File: src/rtl/serpent_lt_pipe.sv
// serpent_lt_pipe: pipelined multi-lane Serpent linear transform, forward and inverse, with valid/ready flow control
module serpent_lt_pipe #(
  parameter int LANES = 1,
  parameter int PIPE_STAGES = 2,
  parameter int TAG_W = 8
) (
  input  logic                   i_clk,
  input  logic                   i_rst_n,
  input  logic                   i_valid,
  output logic                   o_in_ready,
  input  logic                   i_inv,
  input  logic [TAG_W-1:0]       i_tag,
  input  logic [128*LANES-1:0]   i_data,
  output logic                   o_valid,
  input  logic                   i_out_ready,
  output logic [TAG_W-1:0]       o_tag,
  output logic [128*LANES-1:0]   o_data,
  output logic                   o_busy
);
  localparam int W = 128 * LANES;
  localparam int P = PIPE_STAGES;
  function automatic logic [31:0] rol(input logic [31:0] x, input int n);
    return (x << n) | (x >> (32 - n));
  endfunction
  function automatic logic [31:0] ror(input logic [31:0] x, input int n);
    return (x >> n) | (x << (32 - n));
  endfunction
  function automatic logic [127:0] phase_a(input logic [127:0] x, input logic inv);
    logic [31:0] x0, x1, x2, x3;
    {x0, x1, x2, x3} = x;
    if (inv) begin
      x2 = ror(x2, 22);
      x0 = ror(x0, 5);
      x2 = x2 ^ x3 ^ (x1 << 7);
      x0 = x0 ^ x1 ^ x3;
    end else begin
      x0 = rol(x0, 13);
      x2 = rol(x2, 3);
      x1 = x1 ^ x0 ^ x2;
      x3 = x3 ^ x2 ^ (x0 << 3);
    end
    return {x0, x1, x2, x3};
  endfunction
  function automatic logic [127:0] phase_b(input logic [127:0] x, input logic inv);
    logic [31:0] x0, x1, x2, x3;
    {x0, x1, x2, x3} = x;
    if (inv) begin
      x3 = ror(x3, 7);
      x1 = ror(x1, 1);
      x3 = x3 ^ x2 ^ (x0 << 3);
      x1 = x1 ^ x0 ^ x2;
      x2 = ror(x2, 3);
      x0 = ror(x0, 13);
    end else begin
      x1 = rol(x1, 1);
      x3 = rol(x3, 7);
      x0 = x0 ^ x1 ^ x3;
      x2 = x2 ^ x3 ^ (x1 << 7);
      x0 = rol(x0, 5);
      x2 = rol(x2, 22);
    end
    return {x0, x1, x2, x3};
  endfunction
  logic [P-1:0] v, m, vin, min, rdy;
  logic [W-1:0] d [P];
  logic [W-1:0] din [P];
  logic [TAG_W-1:0] t [P];
  logic [TAG_W-1:0] tin [P];
  logic [W-1:0] a_out, b_src, b_out;
  logic b_inv, full;
  always_comb begin
    a_out = '0;
    b_out = '0;
    vin = '0;
    min = '0;
    rdy = '0;
    full = 1'b1;
    din = '{default: '0};
    tin = '{default: '0};
    for (int k = 0; k < LANES; k++)
      a_out[128*k +: 128] = phase_a(i_data[128*k +: 128], i_inv);
    b_src = (P == 1) ? a_out : d[0];
    b_inv = (P == 1) ? i_inv : m[0];
    for (int k = 0; k < LANES; k++)
      b_out[128*k +: 128] = phase_b(b_src[128*k +: 128], b_inv);
    vin[0] = i_valid;
    min[0] = i_inv;
    tin[0] = i_tag;
    din[0] = (P == 1) ? b_out : a_out;
    for (int s = 1; s < P; s++) begin
      vin[s] = v[s-1];
      min[s] = m[s-1];
      tin[s] = t[s-1];
      din[s] = (s == 1) ? b_out : d[s-1];
    end
    for (int s = P - 1; s >= 0; s--) begin
      full = full & v[s];
      rdy[s] = i_out_ready | !full;
    end
  end
  always_ff @(posedge i_clk) begin
    if (!i_rst_n) begin
      v <= '0;
      m <= '0;
      d <= '{default: '0};
      t <= '{default: '0};
    end else begin
      for (int s = 0; s < P; s++) begin
        if (rdy[s]) v[s] <= vin[s];
        if (rdy[s] && vin[s]) begin
          d[s] <= din[s];
          t[s] <= tin[s];
          m[s] <= min[s];
        end
      end
    end
  end
  assign o_in_ready = i_rst_n & rdy[0];
  assign o_valid = v[P-1];
  assign o_data = d[P-1];
  assign o_tag = t[P-1];
  assign o_busy = |v;
endmodule

File: config.mk
export PLATFORM = sky130hd
export DESIGN_NAME = serpent_lt_pipe
export DESIGN_NICKNAME = d
export VERILOG_FILES = /design/src/rtl/serpent_lt_pipe.sv
export SDC_FILE = /design/constraint.sdc
export NUM_CORES = 1
export LEC_CHECK = 0
export BUFFER_PORTS_ARGS = -buffer_cell sky130_fd_sc_hd__buf_2
export CAP_MARGIN = 30
export CORE_ASPECT_RATIO = 1.1
export CORE_MARGIN = 2
export CORE_UTILIZATION = 40
export DETAILED_ROUTE_END_ITERATION = 12
export PLACE_DENSITY = 0.63
export SLEW_MARGIN = 20
export SYNTH_ARGS = -nofsm -noshare
export SYNTH_HDL_FRONTEND = slang
export SYNTH_SLANG_ARGS = --single-unit
export TNS_END_PERCENT = 20
File: constraint.sdc
create_clock -name i_clk -period 3.5 [get_ports i_clk]
set_input_delay 0.525 -clock i_clk [delete_from_list [all_inputs] [get_ports i_clk]]
set_output_delay 0.525 -clock i_clk [all_outputs]
set_load 0.005 [all_outputs]
==> metrics.txt <==
Buf/Inv on CP 1; pins over their slew limit 0; CTS tree yes; fin crit share a little under three quarters; Area contributors post-synth dfxtp_1 31%, xor3_1 16%, mux2i_1 7.5%; sequential area share after synthesis a little under a third; WHS Path Cells 3; Pre-antenna DRT Iters 6; ys async rst share 0%; Crit path depth 3; post-synth top area share a little under a third; Final Hold Fails 0; die width ~200 µm; DP Worst Slack 1292 ps; crit path max fanout 31; global-route usage over all layers 29.55%; warning count from the yosys run 0; drt initial violations ~1700; relative slew slack 39.38%; Root Driver clkbuf_16; most frequent cell after synthesis dfxtp_1; #FFs+latches synth roughly 280; vias in the first global route 13720; Initial Utilization between 40% and 50%; Synth area leader dfxtp_1; Critical Path Sink Type primary output; share of cells above drive strength 1 about a quarter; total of max-cap violations 0; Worst Setup Start Kind register; reg2reg path depth 4; Cells after Synth about 1600; DR WL/cell ~30 µm; min Tclk post-route around 2500 ps; worst setup path class reg2out; largest net degree at the start of global routing ~130; RSZ-0062 raised after global routing false; LEAKAGE 8.971 nW; worst stage delay on the critical path 550 ps; Hold Buf Count CTS 0; H-tree levels 1; DPL Wire Length between 50000 and 60000 µm; Non-Filler Instances around 2300; crit path DAT a little under 2000 ps; quantity of I/O buffers inserted on ports between 200 and 300; Synth Net Count 1697; vias per inst approximately 6.3; Final #Nets about 1800; setup TNS 0 ps; Tightest Pin Transition 909.2 ps; post-route ant nets 0; post-cts sizing count 0; Fmax about 0.40 GHz; CP max-delay cell dfxtp_4; Site Rows 80; dpl cells 2239; die height approximately 220 µm; Final Wtd Congestion 0.9826; I/O Pins 280; initial antenna violation count 3; clk buf depth 3; worst hold path type in2reg; portion of netlist area occupied by mux cells between 7 and 8%; mean post-synth cell area about 11 µm²; latest clock arrival within the worst-skew pair 580 ps; clock sinks ~280; crit-path leading delay family simple AND/OR/NAND/NOR gates; commonest cells in the netlist 275 x dfxtp_1, 143 x a21oi_1, 132 x mux2i_1, 121 x a211oi_1, 118 x xor3_1; Simple-Gate Fraction of Synth Area under 10%; GRT Residual Overflow 0; CP Data Required Time ~3000 ps; Post-synth EDFFs 0; first-pass GRT wire length between 90000 and 100000 µm; total die area roughly 46000 µm²; clock edge transition at the registers on the reported setup and hold paths about 60 ps; count of cell types in the netlist 31; P per Cell Area around 470 nW/µm²; postcts setup bufs 0; status finished clean; mapped cell area roughly 18000 µm²; Residual DRC 0; Post-Route WL 68980 µm; final setup violation count 0; Final Skew 20.79 ps; TritonCTS Buffers 30; XOR/XNOR Fraction of Synth Area 27.38%; critical-path cell list and3b_1 > nor2_1 > buf_2; Final Worst Setup Slack ~1000 ps; adder-cell share of the synthesized area 0%; area of the core 43340 µm²; Top FF cell, synth dfxtp_1; Via Count 14370; largest family of logic cells by synthesized area XOR/XNOR gates; area grow syn2layout 14.48%; Compound-Gate Fraction of Synth Area 26.04%; peak supply drop around 0.27 mV
[power breakdown]
part           internal [mW]  leakage [nW]  switching (mW)
clock                   1.84         0.477            1.34
combinational           1.26          6.22            1.03
sequential              3.38          2.27           0.488
total                   6.48          8.97            2.86
[metal layers]
layer  vias up  global-route usage (%)  share of wire [%]  routed length, µm
met1      7093                   35.46                 38              26240
met3       182                   6.255                8.6               5910
li1       6336                       -                  -                  -
met2       754                   48.96                 47              32320
met4         2                   17.17                6.5               4490
met5         -                       0              0.023                 16
[path summary, 6_finish.rpt]
| check | to | slack [ps] | startpoint |
|---|---|---|---|
| hold reg to reg | o_data[56] | 470 | o_data[56] |
| setup / recovery | o_in_ready | 1000 | v[0] |
| setup reg to reg | o_data[91] | 1380 | v[0] |
| hold / removal | t[15] | 220 | i_tag[7] |
[placed cells by master, fill, tap and decap left out, types with 2 or more instances in the layout]
master | Yosys | layout
buf_2 | 77 | 276
dfxtp_1 | 275 | 273
a21oi_1 | 143 | 143
mux2i_1 | 132 | 132
a211oi_1 | 121 | 121
xor3_1 | 118 | 118
nand2_1 | 74 | 74
xnor2_1 | 64 | 64
o21a_1 | 61 | 61
o311ai_0 | 61 | 61
xnor3_1 | 57 | 57
o2111ai_1 | 57 | 57
o211a_1 | 57 | 57
o221a_2 | 56 | 56
clkbuf_16 | 0 | 32
nand3_1 | 19 | 19
xor2_1 | 17 | 17
o22ai_1 | 17 | 17
o21ai_0 | 17 | 17
buf_4 | 20 | 12
buf_12 | 0 | 11
clkbuf_8 | 0 | 6
o221a_1 | 5 | 5
clkbuf_1 | 85 | 5
clkinv_2 | 0 | 4
nor2b_1 | 3 | 3
diode_2 | 0 | 2
inv_1 | 2 | 2
nor2_4 | 0 | 2
dfxtp_4 | 0 | 2
[area by class of cell]
class,count,area [µm²]
fill,4023,23270
multi-input combinational,1087,11150
sequential,275,5513
timing repair buffer,300,1703
clock buffer,43,902.1
tap,574,718.2
clock inverter,7,66.31
inverter,3,13.76
antenna,2,5.005
[sequential cells by signal, indices dropped and copies added (netlist names)]
signal,cells
b_src,128
o_data,128
o_tag,8
t,8
v,2
m,1
[tightest hold or removal path: stages]
cell     delay (ps)
buf_2            90
nand3_1          60
a21oi_1          60
[through the flow]
step	utilization (%)	total power [mW]	area (µm²)	hold WS, ps
5_1_grt	46.29	9.634	20060	209.9
3_5_place_dp	44.05	6.157	19090	460.4
3_3_place_gp	44.05	6.128	19090	452.2
4_1_cts	46.29	9.324	20060	193.1
6_report	46.30	9.338	20070	217.1
2_1_floorplan	-	5.247	17530	440.3
[cell families after synthesis]
family / Yosys count
AOI/OAI and AO/OA: 595
xor gates and xnor gates: 256
buffers and inverters: 194
DFF: 275
muxes: 132
and+or+nand+nor: 104
(Power assumes the default switching activity.)
